[config.mk]
export PLATFORM = sky130hd
export DESIGN_NAME = jtag_board_loader
export DESIGN_NICKNAME = d
export VERILOG_FILES = /design/src/rtl/jtag_board_loader.sv
export SDC_FILE = /design/constraint.sdc
export NUM_CORES = 1
export LEC_CHECK = 0
export CORE_UTILIZATION = 56
export DETAILED_ROUTE_END_ITERATION = 10
export GPL_ROUTABILITY_DRIVEN = 0
export PLACE_DENSITY = 0.9
export SYNTH_ARGS = -nofsm -noshare
export SYNTH_HDL_FRONTEND = slang
export SYNTH_SLANG_ARGS = --single-unit
[constraint.sdc]
create_clock -name CLOCK_50 -period 3.5 [get_ports CLOCK_50]
set_clock_uncertainty 0.15 [all_clocks]
set_input_delay 0.7 -clock CLOCK_50 [delete_from_list [all_inputs] [get_ports CLOCK_50]]
set_output_delay 0.7 -clock CLOCK_50 [all_outputs]
set_load 0.05 [all_outputs]
[src/rtl/jtag_board_loader.sv]
// Receive-side parser for the JTAG UART link: turns an ASCII cell stream into 8x8 boards
// handed to the game_of_life load path. Optional echo port enabled by BOARD_ECHO_EN.
module jtag_board_loader #(
    parameter int TIMEOUT_CYCLES = 50000000
) (
    input  logic        CLOCK_50,
    input  logic        reset,
    input  logic [7:0]  rx_data,
    input  logic        rx_valid,
    output logic        rx_ready,
    output logic [63:0] board_data,
    output logic        board_valid,
    input  logic        board_ready,
    output logic [7:0]  frame_count,
    output logic [3:0]  err_count
`ifdef BOARD_ECHO_EN
    ,
    output logic [7:0]  echo_data,
    output logic        echo_valid
`endif
);

    localparam int TO_W = $clog2(TIMEOUT_CYCLES + 1);

    typedef enum logic [1:0] {ST_IDLE = 2'd0, ST_COLLECT = 2'd1, ST_HOLD = 2'd2} state_e;
    typedef enum logic [2:0] {
        CLS_ALIVE = 3'd0, CLS_DEAD = 3'd1, CLS_SKIP = 3'd2, CLS_ABORT = 3'd3, CLS_ILLEGAL = 3'd4
    } cls_e;

    function automatic cls_e classify(input logic [7:0] b);
        case (b)
            8'h31, 8'h23, 8'h4F, 8'h6F: classify = CLS_ALIVE;
            8'h30, 8'h2E:               classify = CLS_DEAD;
            8'h0A, 8'h0D, 8'h20:        classify = CLS_SKIP;
            8'h1B:                      classify = CLS_ABORT;
            default:                    classify = CLS_ILLEGAL;
        endcase
    endfunction

    state_e            state_q, state_d;
    logic [5:0]        cell_idx_q, cell_idx_d;
    logic [TO_W-1:0]   to_q, to_d;
    logic [63:0]       shadow_q, shadow_d;
    logic [63:0]       board_q, board_d;
    logic              valid_q, valid_d;
    logic [7:0]        frame_q, frame_d;
    logic [3:0]        err_q, err_d;
    logic [7:0]        echo_data_q, echo_data_d;
    logic              echo_valid_q, echo_valid_d;

    cls_e cls_s;
    logic accept_s, cell_s, timeout_s, last_cell_s;

    assign rx_ready    = !reset && (state_q != ST_HOLD);
    assign accept_s    = rx_valid && rx_ready;
    assign cls_s       = classify(rx_data);
    assign cell_s      = accept_s && ((cls_s == CLS_ALIVE) || (cls_s == CLS_DEAD));
    // An accepted byte on the expiry cycle always beats the timeout.
    assign timeout_s   = (state_q == ST_COLLECT) && !accept_s && (to_q == TO_W'(TIMEOUT_CYCLES - 1));
    assign last_cell_s = cell_s && (state_q == ST_COLLECT) && (cell_idx_q == 6'd63);

    assign board_data  = board_q;
    assign board_valid = valid_q;
    assign frame_count = frame_q;
    assign err_count   = err_q;

    // State and datapath registers with synchronous reset.
    always_ff @(posedge CLOCK_50) begin
        if (reset) begin
            state_q      <= ST_IDLE;
            cell_idx_q   <= 6'd0;
            to_q         <= '0;
            shadow_q     <= 64'd0;
            board_q      <= 64'd0;
            valid_q      <= 1'b0;
            frame_q      <= 8'd0;
            err_q        <= 4'd0;
            echo_data_q  <= 8'd0;
            echo_valid_q <= 1'b0;
        end else begin
            state_q      <= state_d;
            cell_idx_q   <= cell_idx_d;
            to_q         <= to_d;
            shadow_q     <= shadow_d;
            board_q      <= board_d;
            valid_q      <= valid_d;
            frame_q      <= frame_d;
            err_q        <= err_d;
            echo_data_q  <= echo_data_d;
            echo_valid_q <= echo_valid_d;
        end
    end

    // Next-state decode.
    always_comb begin
        state_d = state_q;
        case (state_q)
            ST_IDLE: begin
                if (cell_s) begin
                    state_d = ST_COLLECT;
                end else begin
                    state_d = ST_IDLE;
                end
            end
            ST_COLLECT: begin
                if (last_cell_s) begin
                    state_d = ST_HOLD;
                end else if (accept_s && ((cls_s == CLS_ILLEGAL) || (cls_s == CLS_ABORT))) begin
                    state_d = ST_IDLE;
                end else if (timeout_s) begin
                    state_d = ST_IDLE;
                end else begin
                    state_d = ST_COLLECT;
                end
            end
            ST_HOLD: begin
                if (valid_q && board_ready) begin
                    state_d = ST_IDLE;
                end else begin
                    state_d = ST_HOLD;
                end
            end
            default: state_d = ST_IDLE;
        endcase
    end

    // Datapath, counters and echo next values.
    always_comb begin
        cell_idx_d   = cell_idx_q;
        to_d         = '0;
        shadow_d     = shadow_q;
        board_d      = board_q;
        valid_d      = valid_q;
        frame_d      = frame_q;
        err_d        = err_q;
        echo_data_d  = 8'd0;
        echo_valid_d = 1'b0;

        if (cell_s) begin
            shadow_d[cell_idx_q] = (cls_s == CLS_ALIVE);
            cell_idx_d           = cell_idx_q + 6'd1;
        end else if (accept_s && ((cls_s == CLS_ILLEGAL) || (cls_s == CLS_ABORT))) begin
            cell_idx_d = 6'd0;
        end else if (timeout_s) begin
            cell_idx_d = 6'd0;
        end else begin
            cell_idx_d = cell_idx_q;
        end

        if ((state_q == ST_COLLECT) && !accept_s && !timeout_s) begin
            to_d = to_q + TO_W'(1);
        end else begin
            to_d = '0;
        end

        if ((accept_s && (cls_s == CLS_ILLEGAL)) || timeout_s) begin
            err_d = (err_q == 4'd15) ? err_q : (err_q + 4'd1);
        end else begin
            err_d = err_q;
        end

        if (last_cell_s) begin
            board_d = shadow_d;
            valid_d = 1'b1;
            frame_d = frame_q + 8'd1;
        end else if ((state_q == ST_HOLD) && valid_q && board_ready) begin
            valid_d = 1'b0;
        end else begin
            valid_d = valid_q;
        end

        if (accept_s && (cls_s != CLS_ABORT)) begin
            echo_valid_d = 1'b1;
            case (cls_s)
                CLS_ALIVE: echo_data_d = 8'h23;
                CLS_DEAD:  echo_data_d = 8'h2E;
                CLS_SKIP:  echo_data_d = rx_data;
                default:   echo_data_d = 8'h3F;
            endcase
        end else if (timeout_s) begin
            echo_valid_d = 1'b1;
            echo_data_d  = 8'h3F;
        end else begin
            echo_valid_d = 1'b0;
            echo_data_d  = 8'd0;
        end
    end

`ifdef BOARD_ECHO_EN
    assign echo_data  = echo_data_q;
    assign echo_valid = echo_valid_q;
`else
    logic unused_echo_s;
    assign unused_echo_s = ^{echo_data_q, echo_valid_q};
`endif

endmodule

==> impl.org, run 1 <==
** Run status
- Outcome :: complete, no violations

** Timing
- The hold violation count in the final report was 0.
- At the pin with the least slew margin, the transition time is roughly 0.76 ns.
- Total of endpoints with negative setup slack in the final report :: 0
- The worst path meets setup with 0.309 ns of slack.
- Fraction of the cycle the final worst path needs :: 0.912
- Worst rel slew slack :: 0.490
- Minimum clock period after layout :: 3.19 ns
- Achievable clock frequency :: 0.313 GHz
- Count of pins over their slew limit :: 0
- Worst hold margin :: about 0.30 ns
- Setup repair after global routing left no endpoint under its margin.

** Layout
- Compared with the post-synthesis result, the final layout area differs by 23.0%.
- Fraction of final layout cells with drive strength greater than 1 :: 0.0830
- At the end of the flow, the number of nets in the layout was roughly 980.
- Number of diodes added for antenna fixing :: 0
- Post-route cell area :: 0.00910 sq mm
- Counting the fill cells in the layout gives approximately 950.
- The library cell used most frequently in the layout, excluding fill and tap cells, is sky130_fd_sc_hd__dfxtp_1.
- Most frequent cells in the layout :: sky130_fd_sc_hd__dfxtp_1, sky130_fd_sc_hd__nand2_1, sky130_fd_sc_hd__clkdlybuf4s50_1

** Hold path
- The min-delay analysis places its worst path in the category reg2reg.

** Synthesis
- The netlist uses 55 different library cells.
- Number of flops mapped to enable cells by yosys :: 0
- In this run, synthesis produced a sequential element count of 175.
- Synthesis produced a netlist with a net count of 909.
- Sequential element share of the synthesized area :: 0.473
- Among all flip-flop cells after synthesis, the most frequent one is sky130_fd_sc_hd__dfxtp_1.
- Averaged over all synthesized cells, the footprint is 8.29 sq um.
- Summed instance area of the synthesized netlist :: between 0.007 and 0.008 sq mm
- Count of warnings emitted by yosys :: 0
- After synthesis, the share of flip-flops with an asynchronous set or reset is 0.
- After technology mapping, the gate count stands at 893.

** Power
- IR analysis of the VDD net gives a maximum drop of 0.000391 V.
- In this run the power density over the cells is ~430 mW/mm^2.
- In this run the power spent charging and discharging nets is between 0.0008 and 0.0009 W.
- Internal power comes to 0.00303 W.
- For this design the static power due to leakage is 2.97 nW.
- Total design power :: 0.00390 W
- Power share of the combinational group :: 0.021
- Share of power burned in the clock network :: 0.468
- Reg power frac :: 0.511
- Net switching share of the total power :: 0.224

** Die
- The die covers 0.0137 sq mm.
- The floorplan has slightly above 40 rows.
- The die is 117 um wide.
- Measured along the y axis, the die boundary spans 117 um.
- After floorplanning, the core was sized to cover 0.0128 sq mm.
- The initial utilization of the core area, before any placement, comes to 0.579.
- During I/O placement, the number of pins put on the boundary was 90.

** CTS
- CTS HTree Levels :: 4
- Reg clk slew, reported paths :: 0.07 ns
- TritonCTS built the clock tree.
- In this run the deepest clock path goes through 2 buffers.
- Once the clock tree was built, the resizer swapped 0 gates to a different size.
- Counting the buffers created by CTS gives 17.
- Number of clock sinks :: 175
- Root buf cell :: sky130_fd_sc_hd__clkbuf_16
- For the worst-skew pair, the clock arrives at the later sink with an insertion delay of between 0.4 and 0.5 ns.
- After clock tree synthesis, the flow added hold-fix buffers numbering 0.
- Setup Buffers After CTS :: 0

** Job
- Maximum Capacitance Violations :: 0

** Placed design
- The wire-length estimate of the detail-placed layout is 11200 um.
- Port buffering added 89 buffers.
- Summing all placed instances gives a cell area of 0.00853 sq mm.
- Prior to clock tree synthesis, the placed netlist has a worst setup slack of -0.0351 ns.

** Global route
- For this run, the total global-route usage over all layers was measured as 0.266.
- Entering global routing, the biggest net connects 81 pins.
- Global-route wire length before repair :: 28200 um
- Number of global-route vias before repair :: 5987
- Total global routing overflow :: 0
- The number of antenna violations at the first check in global routing is 0.

** Route
- Count of TritonRoute iterations in the first routing pass :: 5
- Detailed-route via count :: approximately 6500
- Detailed-route wire length :: 17500 um
- Once detail routing completed, the nets flagged for antenna violations numbered 0.
- In the final routed layout, each cell accounts on average for 15.2 um.
- Post-DR vias/cell :: 5.66
- For this block, the initial DRC count from the detailed router was 540.
- After detailed routing, the number of remaining DRC violations is 0.

** Setup path
- STA puts the critical path data arrival time at around 3.4 ns.
- Largest fanout of any net on the critical path :: 10
- For the worst setup path, the data required time is 3.66 ns.
- The setup path with the least slack is of type in2reg.
- Crit start category :: primary input
- Flop2flop setup slack :: 0.81 ns
- STA classifies the critical path endpoint as a flip-flop.
-- flip-flops by register name, summed over array words and instances, names as in the netlist --
register     count
cell_idx_q       6
to_q            26
frame_count      8
shadow_q        64
board_valid      1
state_q          2
err_count        4
board_data      64
-- worst max-delay path, cell delays in order --
cell,delay [ns]
sky130_fd_sc_hd__clkdlybuf4s50_1,0.50
sky130_fd_sc_hd__or4b_4,0.53
sky130_fd_sc_hd__o2bb2a_4,0.22
sky130_fd_sc_hd__a2111oi_4,0.33
sky130_fd_sc_hd__buf_4,0.22
sky130_fd_sc_hd__buf_4,0.18
sky130_fd_sc_hd__nand3_2,0.10
sky130_fd_sc_hd__buf_4,0.20
sky130_fd_sc_hd__o21ai_0,0.25
sky130_fd_sc_hd__o31ai_1,0.13
-- Yosys cell counts, drive strengths merged (3+ instances only) --
| master | number | share of area |
|---|---|---|
| and3 | 10 | 0.0085 |
| nand2 | 162 | 0.082 |
| buf | 13 | 0.010 |
| or4 | 3 | 0.0030 |
| inv | 10 | 0.0051 |
| nor4 | 9 | 0.0076 |
| nand4 | 9 | 0.0076 |
| or3 | 5 | 0.0042 |
| nor2 | 49 | 0.025 |
| a31o | 4 | 0.0047 |
| xor2 | 5 | 0.0059 |
| nor3 | 10 | 0.0068 |
| xnor2 | 19 | 0.022 |
| nor3b | 4 | 0.0041 |
| ha | 4 | 0.0068 |
| o31ai | 62 | 0.063 |
| or4b | 3 | 0.0046 |
| nand3 | 24 | 0.018 |
| clkbuf | 56 | 0.028 |
| nand3b | 6 | 0.0061 |
| o21ai | 65 | 0.044 |
| dfxtp | 175 | 0.47 |
| nor4b | 3 | 0.0036 |
| nor2b | 69 | 0.058 |
| a31oi | 4 | 0.0034 |
| nand2b | 6 | 0.0051 |
| a21oi | 75 | 0.051 |
-- layout make-up --
class / instances / area (sq um) / area share
Inverter: 10 / 37.5 / 0.00412
Sequential cell: 175 / 3500 / 0.385
Timing Repair Buffer: 120 / 1200 / 0.131
Clock buffer: 18 / 439 / 0.0482
Clock inverter: 14 / 130 / 0.0143
Multi-Input combinational cell: 639 / 3580 / 0.393
Tap cell: 172 / 215 / 0.0236
-- routing by layer --
| metal | part of all wire | global-route usage | wire length [um] | up-vias |
|---|---|---|---|---|
| li1 | - | - | - | 3232 |
| met3 | 0.048 | 0.0515 | 835 | 34 |
| met4 | 0.021 | 0.115 | 365 | 0 |
| met1 | 0.44 | 0.334 | 7680 | 3021 |
| met2 | 0.49 | 0.448 | 8580 | 207 |
| met5 | 0 | 0 | 0 | - |
-- final timing paths --
check                                      to  cells past startpoint           from
worst max-delay path             shadow_q[41]                     10     rx_data[6]
worst min-delay path            board_data[3]                      2  board_data[3]
worst max register to register  cell_idx_q[2]                      6        to_q[8]
worst min register to register  board_data[3]                      2  board_data[3]
-- power by group through the flow --
| stage | Sequential, W | Combinational [W] | Clock [W] |
|---|---|---|---|
| final | 0.00199 | 0.0000822 | 0.00183 |
| after global routing | 0.00199 | 0.0000889 | 0.00193 |
| after CTS | 0.00199 | 0.0000819 | 0.00184 |
| after detailed placement | 0.00204 | 0.0000820 | 0 |
| after global placement | 0.00204 | 0.0000812 | 0 |
| after floorplan | 0.00204 | 0.0000439 | 0 |
-- logic make-up (layout without fill, tap and decap cells) --
logic type,Yosys count,in the layout,share of synthesized area
AOI/OAI and AO/OA,225,225,0.187
xor gates and xnor gates,24,24,0.0284
adders and majority gates,4,4,0.00676
buffers and inverters,79,162,0.0436
DFF,175,175,0.473
muxes,3,3,0.00423
and+or+nand+nor,383,383,0.257
-- metrics by stage --
step	util	instances	setup TNS, ns
2_1_floorplan	-	893	0
3_3_place_gp	0.668	1116	0
3_5_place_dp	0.668	1116	-0.0527
4_1_cts	0.713	1148	0
5_1_grt	0.713	1148	0
6_report	0.713	1148	0
No activity file was read; power rests on OpenSTA's default activity.
==> run 2: changes to the inputs <==
--- a/config.mk
+++ b/config.mk
@@ -5,6 +5,7 @@
 export SDC_FILE = /design/constraint.sdc
 export NUM_CORES = 1
 export LEC_CHECK = 0
+export CORE_MARGIN = 2
 export CORE_UTILIZATION = 56
 export DETAILED_ROUTE_END_ITERATION = 10
 export GPL_ROUTABILITY_DRIVEN = 0
==> run 2 against run 1 <==
Worst hold slack better by 0.0017 ns. Final area increased by 0.25%. Register-to-register slack gained 0.09 ns. Clock power is 4% higher. Maximum frequency decreased by 2.0%. Critical path depth stayed put. Non-clock buffer count increased by 4. Sequential power is essentially flat. Wire length shrank 2.9%. Largest power group unchanged.
==> impl.org, run 2 (same netlist as run 1, synthesis figures left out) <==
** Placed design
- The half-perimeter wire length after detailed placement came to 10800 um (-3.7%).
- Buffers on Ports :: 89 (unchanged)

** Power
- Power Dens Cells :: 437 mW/mm^2 (+2.0%)
- The peak ir drop on the vdd network came to 0.000423 V (+8.2%).
- Total design power :: 0.00399 W (+2.2%)
- Leak :: 2.98 nW (+0.41%)

** CTS
- CTS HTree Levels :: 4 (unchanged)
- The maximum buffer depth of the clock tree is 2 (unchanged).
- The buffers inserted during post-CTS setup optimization is 0 (unchanged).
- Reg clk slew, reported paths :: 0.06 ns (about the same)
- Number of clock sinks :: 175 (unchanged)
- Clock buffer count from CTS :: 17 (unchanged)
- The number of buffers inserted for hold repair after clock tree synthesis is 0 (unchanged).
- The number of instances resized during post-cts repair is 0 (unchanged).
- Clock latency reported for the late side of the worst-skew pair :: 0.43 ns (about the same)
- CTS tree :: built
- The cell sitting at the root of the clock tree is a sky130_fd_sc_hd__clkbuf_16.

** Route
- The iteration count of the initial detailed-routing pass was 5 (unchanged).
- Post-DR wirelength/cell :: 14.7 um (-3.2%)
- Post-DR vias/cell :: 5.67 (+0.16%)
- Post-route ant nets :: 0 (unchanged)
- Detailed-route wire length :: 17000 um (-2.9%)
- Number of remaining DRC errors :: 0 (unchanged)
- The number of DRC markers after the initial detailed-route iteration was 609 (+13%).
- Detailed-route via count :: 6527 (+0.51%)

** Layout
- The library cells used most frequently in the layout, excluding fill and tap cells, are sky130_fd_sc_hd__dfxtp_1, sky130_fd_sc_hd__nand2_1, sky130_fd_sc_hd__clkdlybuf4s50_1.
- Area added between synthesis and finish :: 23.3%
- Leaving out fill and tap cells, the most frequent cell in the layout is sky130_fd_sc_hd__dfxtp_1.
- Fraction of final layout cells with drive strength greater than 1 :: 0.0837 (+0.000682)
- Number of diodes added for antenna fixing :: 0 (unchanged)
- The number of nets in the final layout is 983 (+0.41%).

** Setup path
- Largest fanout of any net on the critical path :: 19 (+9)
- The data required time of the worst path was 3.64 ns (-0.02 ns).
- STA classifies the critical path endpoint as a flip-flop.
- Crit start category :: primary input
- The endpoint identified for the worst register-to-register timing path is cell_idx_q[2].
- Signal arrival time at the worst endpoint :: 3.39 ns (+0.04 ns)
- Launching point of the worst reg2reg path :: to_q[8]
- Length in cells of the worst reg-to-reg path :: 6 (unchanged)
- The reg-to-reg setup timing slack is 0.90 ns (+0.09 ns).
- The critical path is of the in2reg type.

** Global route
- Largest net degree at the start of global routing :: 80 (-1.2%)
- Total global routing overflow :: 0 (unchanged)
- Initial antenna violation count :: 0 (unchanged)
- The first-pass GRT wire length was 28300 um (+0.37%).
- The overall global routing resource usage was 0.243 (-0.0235).
- Number of global-route vias before repair :: 6054 (+1.1%)

** Die
- The width of the die was 119 um (+1.7%).
- Row count :: 41 (unchanged)
- Std-Cell Core Area :: 0.0128 sq mm (unchanged)
- Die height :: 119 um (+1.7%)
- The starting density of the core is 0.579 (unchanged).
- Die outline area :: 0.0141 sq mm (+3.4%)
- Top-level port count :: 90 (unchanged)

** Timing
- The total count of max-transition violations in the final report was 0 (unchanged).
- Transition time of the tightest slew-check pin :: 0.754 ns (-0.0113 ns)
- The total setup violations reported at the end of the flow is 0 (unchanged).
- Fraction of the cycle the final worst path needs :: 0.930 (+0.0183)
- Setup repair after global routing left no endpoint under its margin.
- The worst hold margin came to 0.300 ns (+0.00174 ns).
- Achievable clock frequency :: 0.307 GHz (-2.0%)
- The hold violation count in the final report is 0 (unchanged).
- The headroom to the max-slew limit was 0.498 (+0.00754).
- Minimum clock period after layout :: 3.26 ns (+0.0640 ns)

** Hold path
- The path with the worst hold slack has its endpoint at board_data[19].
- The startpoint identified for the worst hold timing path is board_data[19].
- Count of cells along the worst hold path :: 2 (unchanged)
- The min-delay analysis places its worst path in the category reg2reg.

** Job
- Maximum Capacitance Violations :: 0 (unchanged)

** Run status
- Outcome :: complete, no violations
==> run 2: cell type report <==
class                      count  area [sq um]
clock buffer                  22           464
clock inverter                10           135
fill                         929          3650
inverter                      10          37.5
multi-input combinational    639          3580
sequential                   175          3500
tap                          172           215
timing repair buffer         124          1190
==> run 2: critical path: stages <==
cell	delay, ns
sky130_fd_sc_hd__clkdlybuf4s50_1	0.49
sky130_fd_sc_hd__nor4b_1	0.39
sky130_fd_sc_hd__buf_4	0.20
sky130_fd_sc_hd__o2bb2a_4	0.16
sky130_fd_sc_hd__a2111oi_4	0.41
sky130_fd_sc_hd__buf_4	0.30
sky130_fd_sc_hd__nand2_1	0.07
sky130_fd_sc_hd__buf_4	0.20
sky130_fd_sc_hd__o21ai_0	0.32
sky130_fd_sc_hd__o31ai_1	0.14
==> run 2: worst max-delay path by stage <==
| stage | to | slack, ns | startpoint |
|---|---|---|---|
| final | shadow_q[38] | 0.24 | rx_data[3] |
| after detailed placement | shadow_q[58] | -0.09 | rx_data[2] |
| after global placement | shadow_q[42] | -0.0009 | rx_data[0] |
| after CTS | shadow_q[38] | 0.30 | rx_data[2] |
| after global routing | shadow_q[38] | 0.1 | rx_data[2] |
| after floorplan | board_data[33] | 0.56 | rx_data[0] |
==> run 2: report_power, final <==
| part | switching, W | leakage, nW | total [W] | internal (W) |
|---|---|---|---|---|
| clock | 0.000751 | 0.294 | 0.00191 | 0.00116 |
| combinational | 0.0000549 | 1.28 | 0.0000855 | 0.0000306 |
| sequential | 0.00000191 | 1.41 | 0.00199 | 0.00199 |
| total | 0.000808 | 2.98 | 0.00399 | 0.00318 |
==> run 2: layer usage <==
| metal | vias up | routed length (um) | track usage | share of wire |
|---|---|---|---|---|
| met2 | 177 | 8210 | 0.400 | 0.48 |
| met4 | 0 | 376 | 0.100 | 0.022 |
| met3 | 39 | 724 | 0.0474 | 0.043 |
| met5 | - | 0 | 0 | 0 |
| li1 | 3239 | - | - | - |
| met1 | 3072 | 7640 | 0.313 | 0.45 |
==> run 2: through the flow <==
step | utilization | instance area, sq um | setup TNS (ns) | cells | setup slack, ns
2_1_floorplan | - | 7400 | 0 | 893 | 0.562
3_3_place_gp | 0.667 | 8530 | -0.000907 | 1120 | -0.000907
3_5_place_dp | 0.667 | 8530 | -0.807 | 1120 | -0.0941
4_1_cts | 0.714 | 9130 | 0 | 1152 | 0.295
5_1_grt | 0.714 | 9130 | 0 | 1152 | 0.0988
6_report | 0.714 | 9130 | 0 | 1152 | 0.245
